===== config.mk =====
export PLATFORM = sky130hd
export DESIGN_NAME = fu_mem_load_sched
export DESIGN_NICKNAME = d
export VERILOG_FILES = /design/src/rtl/fu_mem_load_sched.sv
export SDC_FILE = /design/constraint.sdc
export NUM_CORES = 1
export LEC_CHECK = 0
export CAP_MARGIN = 10
export CORE_MARGIN = 2
export CORE_UTILIZATION = 45
export DETAILED_ROUTE_END_ITERATION = 10
export PLACE_DENSITY = 0.67
export RECOVER_POWER = 50
export SLEW_MARGIN = 10
export SYNTH_ARGS = -nofsm -noshare
export SYNTH_HDL_FRONTEND = slang
export SYNTH_SLANG_ARGS = --single-unit

===== constraint.sdc =====
create_clock -name clk -period 5.6 [get_ports clk]
set_clock_uncertainty 0.1 [all_clocks]
set_input_delay 0.84 -clock clk [delete_from_list [all_inputs] [get_ports clk]]
set_output_delay 0.84 -clock clk [all_outputs]
set_load 0.05 [all_outputs]

===== src/rtl/fu_mem_load_sched.sv =====
// Load scheduler: in-order load queue feeding the memory FU, one load in flight, mispredict squash by ROB window.
// Latency: dispatch->issue 2 cycles into an idle empty queue; mem_done->writeback 1 cycle. Backpressure via ld_ready (count < DEPTH).
// Optional watchdog in WAIT enabled by LD_SCHED_TIMEOUT_EN (adds sticky timeout_err output).
module fu_mem_load_sched #(
    parameter int DEPTH          = 4,
    parameter int TIMEOUT_CYCLES = 64
) (
    input  logic        clk,
    input  logic        reset,
    input  logic        ld_valid,
    output logic        ld_ready,
    input  logic [4:0]  ld_rob_index,
    input  logic [2:0]  ld_func3,
    input  logic [31:0] ld_imm,
    input  logic [31:0] ld_base,
    input  logic [6:0]  ld_pd,
    input  logic        mispredict,
    input  logic [4:0]  mispredict_tag,
    input  logic [4:0]  curr_rob_tag,
    output logic        mem_issued,
    output logic [4:0]  mem_rob_index,
    output logic [2:0]  mem_func3,
    output logic [31:0] mem_imm,
    output logic [31:0] mem_base,
    output logic [6:0]  mem_pd,
    input  logic        mem_done,
    input  logic [31:0] mem_data,
    output logic        wb_valid,
    output logic [4:0]  wb_rob_index,
    output logic [6:0]  wb_pd,
    output logic [31:0] wb_data,
    output logic        busy
`ifdef LD_SCHED_TIMEOUT_EN
    ,
    output logic        timeout_err
`endif
);

    localparam int AW = $clog2(DEPTH);

    typedef enum logic [1:0] {IDLE, ISSUE, WAIT} state_t;

    state_t state, state_nxt;

    logic [AW-1:0] head, tail;
    logic [AW:0]   count;
    logic [DEPTH-1:0] q_vld;
    logic [4:0]    q_rob   [DEPTH];
    logic [2:0]    q_func3 [DEPTH];
    logic [31:0]   q_imm   [DEPTH];
    logic [31:0]   q_base  [DEPTH];
    logic [6:0]    q_pd    [DEPTH];

    logic [4:0]    inflight_rob;
    logic [6:0]    inflight_pd;
    logic          squashed;

    logic enq, pop, start, head_live, tmo_fire;

    // Tag t is younger than the branch and older than the ROB tail (exclusive of both ends).
    function automatic logic flush_hit(input logic [4:0] t);
        logic [4:0] d;
        logic [4:0] lim;
        d   = t - mispredict_tag;
        lim = curr_rob_tag - mispredict_tag;
        return mispredict && (d != 5'd0) && (d < lim);
    endfunction

    assign ld_ready  = (count < (AW+1)'(DEPTH));
    assign enq       = ld_valid && ld_ready;
    assign busy      = (state != IDLE) || (count != '0);
    assign head_live = q_vld[head] && !flush_hit(q_rob[head]);

`ifdef LD_SCHED_TIMEOUT_EN
    localparam int TW = $clog2(TIMEOUT_CYCLES + 1);
    logic [TW-1:0] tmo_cnt;
    assign tmo_fire = (state == WAIT) && !mem_done && (tmo_cnt == TW'(TIMEOUT_CYCLES - 1));

    always_ff @(posedge clk or posedge reset) begin
        if (reset) begin
            tmo_cnt     <= '0;
            timeout_err <= 1'b0;
        end else begin
            tmo_cnt     <= (state == WAIT) ? tmo_cnt + TW'(1) : '0;
            timeout_err <= timeout_err | tmo_fire;
        end
    end
`else
    assign tmo_fire = 1'b0;
`endif

    always_comb begin
        state_nxt = state;
        pop       = 1'b0;
        start     = 1'b0;
        case (state)
            IDLE: begin
                if (count != '0) begin
                    if (head_live) begin
                        start     = 1'b1;
                        state_nxt = ISSUE;
                    end else begin
                        pop = 1'b1;
                    end
                end
            end
            ISSUE: begin
                pop       = 1'b1;
                state_nxt = WAIT;
            end
            WAIT: begin
                if (mem_done || tmo_fire) state_nxt = IDLE;
            end
            default: state_nxt = IDLE;
        endcase
    end

    // Squashed entries only lose their valid bit; they are retired when they reach head.
    always_ff @(posedge clk or posedge reset) begin
        if (reset) begin
            head  <= '0;
            tail  <= '0;
            count <= '0;
            q_vld <= '0;
        end else begin
            for (int i = 0; i < DEPTH; i++) begin
                if (flush_hit(q_rob[i])) q_vld[i] <= 1'b0;
            end
            if (enq) begin
                q_vld[tail] <= !flush_hit(ld_rob_index);
                tail        <= tail + AW'(1);
            end
            if (pop) head <= head + AW'(1);
            count <= count + (AW+1)'(enq) - (AW+1)'(pop);
        end
    end

    always_ff @(posedge clk) begin
        if (enq) begin
            q_rob[tail]   <= ld_rob_index;
            q_func3[tail] <= ld_func3;
            q_imm[tail]   <= ld_imm;
            q_base[tail]  <= ld_base;
            q_pd[tail]    <= ld_pd;
        end
    end

    always_ff @(posedge clk or posedge reset) begin
        if (reset) begin
            state         <= IDLE;
            mem_issued    <= 1'b0;
            mem_rob_index <= '0;
            mem_func3     <= '0;
            mem_imm       <= '0;
            mem_base      <= '0;
            mem_pd        <= '0;
            inflight_rob  <= '0;
            inflight_pd   <= '0;
            squashed      <= 1'b0;
            wb_valid      <= 1'b0;
            wb_rob_index  <= '0;
            wb_pd         <= '0;
            wb_data       <= '0;
        end else begin
            state      <= state_nxt;
            mem_issued <= start;
            wb_valid   <= 1'b0;
            if (start) begin
                mem_rob_index <= q_rob[head];
                mem_func3     <= q_func3[head];
                mem_imm       <= q_imm[head];
                mem_base      <= q_base[head];
                mem_pd        <= q_pd[head];
                inflight_rob  <= q_rob[head];
                inflight_pd   <= q_pd[head];
            end else begin
                mem_rob_index <= '0;
                mem_func3     <= '0;
                mem_imm       <= '0;
                mem_base      <= '0;
                mem_pd        <= '0;
            end
            if (state == ISSUE)
                squashed <= flush_hit(inflight_rob);
            else if (state == WAIT && flush_hit(inflight_rob))
                squashed <= 1'b1;
            // A mispredict landing with mem_done still kills the result.
            if (state == WAIT && mem_done && !squashed && !flush_hit(inflight_rob)) begin
                wb_valid     <= 1'b1;
                wb_data      <= mem_data;
                wb_rob_index <= inflight_rob;
                wb_pd        <= inflight_pd;
            end
        end
    end

endmodule


Word level (Yosys, flattened, before mapping)
Memory sizes are Yosys's and may differ from the RTL's.
Index checks and enable logic that the tools add are counted.
{"block": "totals", "regBits": 151, "ramBits": 316, "n_memories": 5, "word_cells": 119}
{"memory": "q_base", "depth": 4, "width": 32, "rd": 1, "rd_ports_with_merged_regs": 0, "wr": 1, "line_no": "51", "rtl": "logic [31:0] q_base [DEPTH];"}
{"memory": "q_imm", "depth": 4, "width": 32, "rd": 1, "rd_ports_with_merged_regs": 0, "wr": 1, "line_no": "50", "rtl": "logic [31:0] q_imm [DEPTH];"}
{"memory": "q_pd", "depth": 4, "width": 7, "rd": 1, "rd_ports_with_merged_regs": 0, "wr": 1, "line_no": "52", "rtl": "logic [6:0] q_pd [DEPTH];"}
{"memory": "q_rob", "depth": 4, "width": 5, "rd": 5, "rd_ports_with_merged_regs": 0, "wr": 1, "line_no": "48", "rtl": "logic [4:0] q_rob [DEPTH];"}
{"memory": "q_func3", "depth": 4, "width": 3, "rd": 1, "rd_ports_with_merged_regs": 0, "wr": 1, "line_no": "49", "rtl": "logic [2:0] q_func3 [DEPTH];"}
{"block": "classes", "eq_ne": 5, "addsub": 12, "n_mux": 30, "reduce_logical": 38, "order_cmp": 11}
{"op": "2-to-1 mux 32 bit", "count": 2}
{"op": "subtractor 5 bit", "count": 8}
{"op": "< comparator 5 bit", "count": 7}
{"op": "nonzero test 5 bit", "count": 7}
{"op": "logical AND 1 bit", "count": 21}
{"op": "2-to-1 mux 1 bit", "count": 16}
{"op": "2-to-1 mux 7 bit", "count": 1}
{"op": "< comparator 2 x 3 -> 1 bit, second input constant", "count": 2}
{"op": "2-to-1 mux 2 bit", "count": 3}
{"op": "!= test 2 bit, second input constant", "count": 3}
{"op": "case mux 2 bit (3 select lines)", "count": 1}
{"op": "2-to-1 mux 5 bit", "count": 1}
{"op": "adder 2 x 1 -> 2 bit, second input constant", "count": 2}
{"op": "bitwise mux 4 bit", "count": 1}
{"op": "logical NOT 1 bit", "count": 4}
{"op": "2-to-1 mux 4 bit", "count": 1}
{"op": "nonzero test 2 bit", "count": 2}
{"op": "adder 3 x 1 -> 3 bit", "count": 1}
{"op": "< comparator 3 bit, second input constant", "count": 1}
{"op": "2-to-1 mux 3 bit", "count": 1}
{"op": "AND reduction 3 bit", "count": 1}
{"op": "nonzero test 3 bit", "count": 1}
{"op": "subtractor 3 x 1 -> 3 bit", "count": 1}
{"op": "binary-select mux 1 bit (select 2 bit)", "count": 1}
{"op": "other kinds (7)", "count": 7}

Depth between registers and ports, before layout
An unclocked memory read counts as a cell.
{"block": "logic_depth", "word_depth": 11, "mapped_depth": 22, "ltp_nobuf": 20}

Worst setup path before layout
No wires, ideal clock.
{"block": "synth_timing", "path_type": "register to register", "startpoint": "register head[1]", "endpoint": "register count[1]", "period_less_slack_ns": 4.687, "slack_ns": 0.913, "path_stages_with_launch": 22, "required_time_ns": 5.365, "t_arrival_ns": 4.452, "n_path_buf": 2, "setup_time_ns": 0.135, "cell_sequence": "dfrtp_1 > clkbuf_1 > clkbuf_1 > mux4_2 > inv_1 > ha_1 > inv_1 > fa_1 > a21o_1 > a21oi_1 > xnor3_1 > inv_1 > ha_1 > nand2_1 > nand3b_1 > a31o_2 > o2bb2ai_1 > a211oi_1 > ha_1 > inv_1 > ha_1 > fa_1"}
{"block": "synth_via", "elab_chain_len": 11, "word_cells_on_any_way": 14, "cone_classes": "add/sub (2); order compare (1); mux (5); reduce/logical (5); memory (1)"}
{"item": "start: declaration", "line_no": "45", "rtl": "logic [AW-1:0] head, tail;"}
{"item": "start signal: assignment", "line_no": "133", "rtl": "if (pop) head <= head + AW'(1);"}
{"item": "branches (longest 6 deep; another with memory (4 x 5 bit))"}
{"item": "logical AND 1 bit (*)", "line_no": "72", "rtl": "assign head_live = q_vld[head] && !flush_hit(q_rob[head]);"}
{"item": "2-to-1 mux 1 bit (*)", "line_no": "99", "rtl": "if (head_live) begin"}
{"item": "2-to-1 mux 1 bit (*)", "line_no": "98", "rtl": "if (count != '0) begin"}
{"item": "case mux 1 bit (2 select lines) (*)", "line_no": "96", "rtl": "case (state)"}
{"item": "net pop", "line_no": "58", "rtl": "logic enq, pop, start, head_live, tmo_fire;"}
{"item": "subtractor 3 x 1 -> 3 bit (*)", "line_no": "134", "rtl": "count <= count + (AW+1)'(enq) - (AW+1)'(pop);"}
{"item": "end signal: assignment", "line_no": "134"}
{"item": "end: declaration", "line_no": "46", "rtl": "logic [AW:0] count;"}
Mark *: on every way through the listed nets, which the timed path passes. The select of a mux whose other input is x is not followed.
A chain may end at the register's enable or synchronous reset.

Final worst setup path
{"block": "layout_timing", "startpoint": "register head[0]", "endpoint": "register count[1]"}
Same word-level chain as after synthesis.

==> implementation parameters <==
Parameter                              Value

Outcome
  Run status    finished, violations left
  Failing checks    capacitance limit, slew limit

STA
  Min Clock Period, post-route    4.81 ns
  Finish-stage setup viols    0
  RSZ-0062 raised after global routing    false
  Final-layout setup total negative slack    0 ns
  Max Clock Freq    approximately 0.21 GHz
  Final Cycle Share    a little under nine tenths
  Final slew viol count    35
  Transition time of the tightest slew-check pin    approximately 2.3 ns
  Endpoints failing hold    0
  Worst slew margin relative to its limit    -51.4%

Min path
  End point of the most critical hold path    wb_data[31]
  Hold Path Class    reg2reg
  Worst hold path cell count    1
  Source of the worst hold timing path    wb_data[31]

Pwr
  Maximum VDD drop    between 0.3 and 0.4 mV
  Clock share of power    between 20% and 30%
  Internal power    8.03 mW
  Logic gate share of total power    36.8%
  Cell Pwr Density    ~520 mW/mm^2
  Switching Power    roughly 4.3 mW
  Part of the power in registers    about 39%
  Leakage dissipation    9.15 nW
  Switching power as a share of total power    between 30% and 40%

Yosys
  Area share of the leading cell type in the synthesized netlist    a little over 50%
  Most used standard cell by instance count after synthesis    sky130_fd_sc_hd__edfxtp_1
  Number of synthesized flops with an enable pin    316
  Async set or reset register ratio after synthesis    32.3%
  Cell types with the highest counts after synthesis    316 x sky130_fd_sc_hd__edfxtp_1, 151 x sky130_fd_sc_hd__dfrtp_1, 81 x sky130_fd_sc_hd__nor2b_1
  Synth unique cells    41
  Post-synthesis net count    approximately 1.2k
  Synthesized-area fraction occupied by adder cells    under 10%
  Post-synthesis xor/xnor area fraction    under 10%
  Seq/Total Area, Yosys    a little under three quarters
  Dominant cells by area after synthesis    sky130_fd_sc_hd__edfxtp_1 51%, sky130_fd_sc_hd__dfrtp_1 20%, sky130_fd_sc_hd__mux4_2 8.8%
  Register bit count reported by yosys    between 400 and 500
  Average cell area after synthesis    between 15 and 20 um^2
  Compound-cell area share of the yosys netlist    3.01%
  Multiplexer share of the synthesized area    approximately 13%
  Warnings, synthesis    0
  Basic-gate share of the synthesized area counting and, or, nand and nor cells    between 4 and 5%
  Synthesized area    0.0187 mm^2
  Cell type contributing the most total cell area after synthesis    sky130_fd_sc_hd__edfxtp_1
  Predominant post-synthesis flop cell    sky130_fd_sc_hd__edfxtp_1
  Number of standard cells after synthesis    just over 1k
  Largest family of logic cells by synthesized area    multiplexers

Routing
  Count of routing violations after the opening detailed-route iteration    between 400 and 500
  Ratio of routed vias to standard cells    just over 5
  Via Count    between 9k and 10k
  First-pass iteration count of the detailed router    5
  Final wirelength    between 30000 and 40000 um
  Drt wl/cell    20.4 um
  Residual DRC    0
  Post-route ant nets    0

Place
  Number of instances in the placed design    ~1.8k
  Weighted congestion at the end of routability-driven global placement    0.815
  Hpwl dp    roughly 24000 um
  Total of buffers placed on input and output ports    around 250

Setup path
  Worst-case reg-to-reg path depth    16
  Setup slack, reg-to-reg    approximately 0.79 ns
  Critical Path Start Type    flop
  R2R Path End    count[1]
  Delay of the slowest cell on the worst path    roughly 0.65 ns
  Worst R2R Start    head[0]
  Cell Chain, Critical Path    buf_12 > mux4_2 > ha_1 > a21oi_1 > xnor3_1 > inv_1 > ha_1 > nand2_1 > nand3b_1 > a31o_2 > o2bb2ai_1 > a211oi_1 > ha_1 > inv_1 > ha_1 > fa_1
  Classification of the worst setup path    reg2reg
  Worst-path cell with the longest stage delay    sky130_fd_sc_hd__mux4_2
  Data arrival time of the critical path    roughly 5 ns
  Worst setup EP type    flop
  Critical path's most frequent cell    sky130_fd_sc_hd__ha_1
  Required arrival time at the worst endpoint    roughly 5.9 ns
  Highest net fanout along the worst path    85

Global routing
  Largest net degree at the start of global routing    92
  First-pass GRT wire length    roughly 60000 um
  Vias in the first global route    between 10k and 15k
  Number of antenna violations at the first check in global routing    12
  Total congestion overflow    0
  GRT Total Usage    18.1%

Floorplan
  Site Rows    74
  DIE HEIGHT    about 210 um
  DIE AREA    between 0.04 and 0.05 mm^2
  Initial Utilization    45.7%
  Standard cell core area    roughly 0.04 mm^2
  Count of boundary I/O pins    ~250
  Width of the chip    ~210 um

Run
  Max cap viols    1

Final layout
  Final instance count without filler cells    around 1.9k
  Layout filler cell count    roughly 3.2k
  Net total in the final layout    ~1.5k
  Fraction of final layout cells sized beyond drive strength 1    ~17%
  Area Overhead vs Synth    25.6%
  Post-layout util    57.4%

Clocking
  TritonCTS clock tree    done
  Number of instances resized during post-cts repair    0
  Number of buffers added by the clock tree synthesis step    between 40 and 50
  Post-CTS setup repair buffer count    0
  Hold buffer count at cts    0
  Number of sinks driven by the clock tree    around 470
  Buffer levels on the longest clock path    3
  Clock latency of the later-clocked register in the worst-skew pair    between 0.5 and 0.6 ns
  Clock root buffer master    sky130_fd_sc_hd__clkbuf_16
  H-tree lvl count    2
  Clock transition at the registers of the reported paths    around 0.06 ns
-- registers in the layout, summed over array words and instances (netlist names), 7 cells and up --
| name | cells |
|---|---|
| wb_data | 32 |
| mem_imm | 32 |
| q_func3 | 12 |
| q_pd | 28 |
| mem_pd | 7 |
| inflight_pd | 7 |
| mem_base | 32 |
| q_base | 128 |
| wb_pd | 7 |
| q_imm | 128 |
| q_rob | 20 |
-- layout make-up --
class,instances,area (um^2),share of cell area (%)
timing repair buffer,275,2710,11.6
tap,532,666,2.84
sequential,467,13300,56.6
clock inverter,19,144,0.613
clock buffer,71,1370,5.83
antenna,6,15.0,0.0640
multi-input combinational,465,5090,21.7
inverter,49,199,0.848
-- worst max path at each step --
stage                                  from       end  cells after the start
after floorplan                       reset  count[0]                      1
after global placement    mispredict_tag[0]  count[1]                     19
after detailed placement  mispredict_tag[0]  count[1]                     19
after CTS                           head[0]  count[1]                     16
after global routing                head[0]  count[1]                     16
final                               head[0]  count[1]                     16
-- metal layers --
| metal | GRT usage [%] | part of all wire [%] |
|---|---|---|
| met1 | 23.6 | 42 |
| met3 | 4.19 | 5.6 |
| met2 | 30.5 | 50 |
| met5 | 0 | 0.21 |
| met4 | 5.16 | 2.1 |
-- layout by cell type, fill, tap and decap left out, drive strengths merged, types with 22 or more instances in the layout --
master | netlist | final
a21oi | 22 | 22
clkbuf | 21 | 73
clkdlybuf4s50 | 0 | 110
dfrtp | 151 | 151
dlygate4sd3 | 0 | 142
edfxtp | 316 | 316
ha | 66 | 66
inv | 49 | 51
mux2 | 55 | 55
mux4 | 73 | 73
nor2b | 81 | 81
-- logic make-up (layout without fill, tap and decap cells) --
kind of cell    Yosys count  after routing
mux                     143            143
fa+ha+maj                75             75
buf+inv                  85            414
xor+xnor                 34             34
compound gates           80             80
flops                   467            467
simple gates            133            133
other cells               0              6
-- worst max-delay path: cells and delay by family (launching register included) --
| kind | cells | cell delay [ns] |
|---|---|---|
| fa+ha+maj | 5 | 1.44 |
| buf+inv | 3 | 0.65 |
| simple gates | 2 | 0.13 |
| xor+xnor | 1 | 0.26 |
| flops | 1 | 0.46 |
| mux | 1 | 0.65 |
| compound gates | 4 | 0.96 |
-- stage by stage --
stage / hold slack [ns] / setup slack (ns) / total power [mW] / instance area, um^2
final: 0.399 / 0.794 / 12.3 / 23500
after CTS: 0.405 / 0.744 / 12.6 / 23500
after detailed placement: 0.394 / 0.453 / 9.49 / 22000
after global routing: 0.407 / 0.474 / 12.9 / 23500
after global placement: 0.372 / 0.552 / 9.42 / 22000
after floorplan: 0.356 / 0.595 / 8.01 / 18700
-- power groups by stage --
stage               clock, mW  combinational [mW]  sequential (mW)
finish                   3.02                4.52             4.76
global route             3.23                4.87             4.83
CTS                      3.11                4.67             4.78
detailed placement          0                4.66             4.84
global placement            0                4.61             4.81
floorplan                   0                2.11             5.89
(Power assumes the default switching activity.)
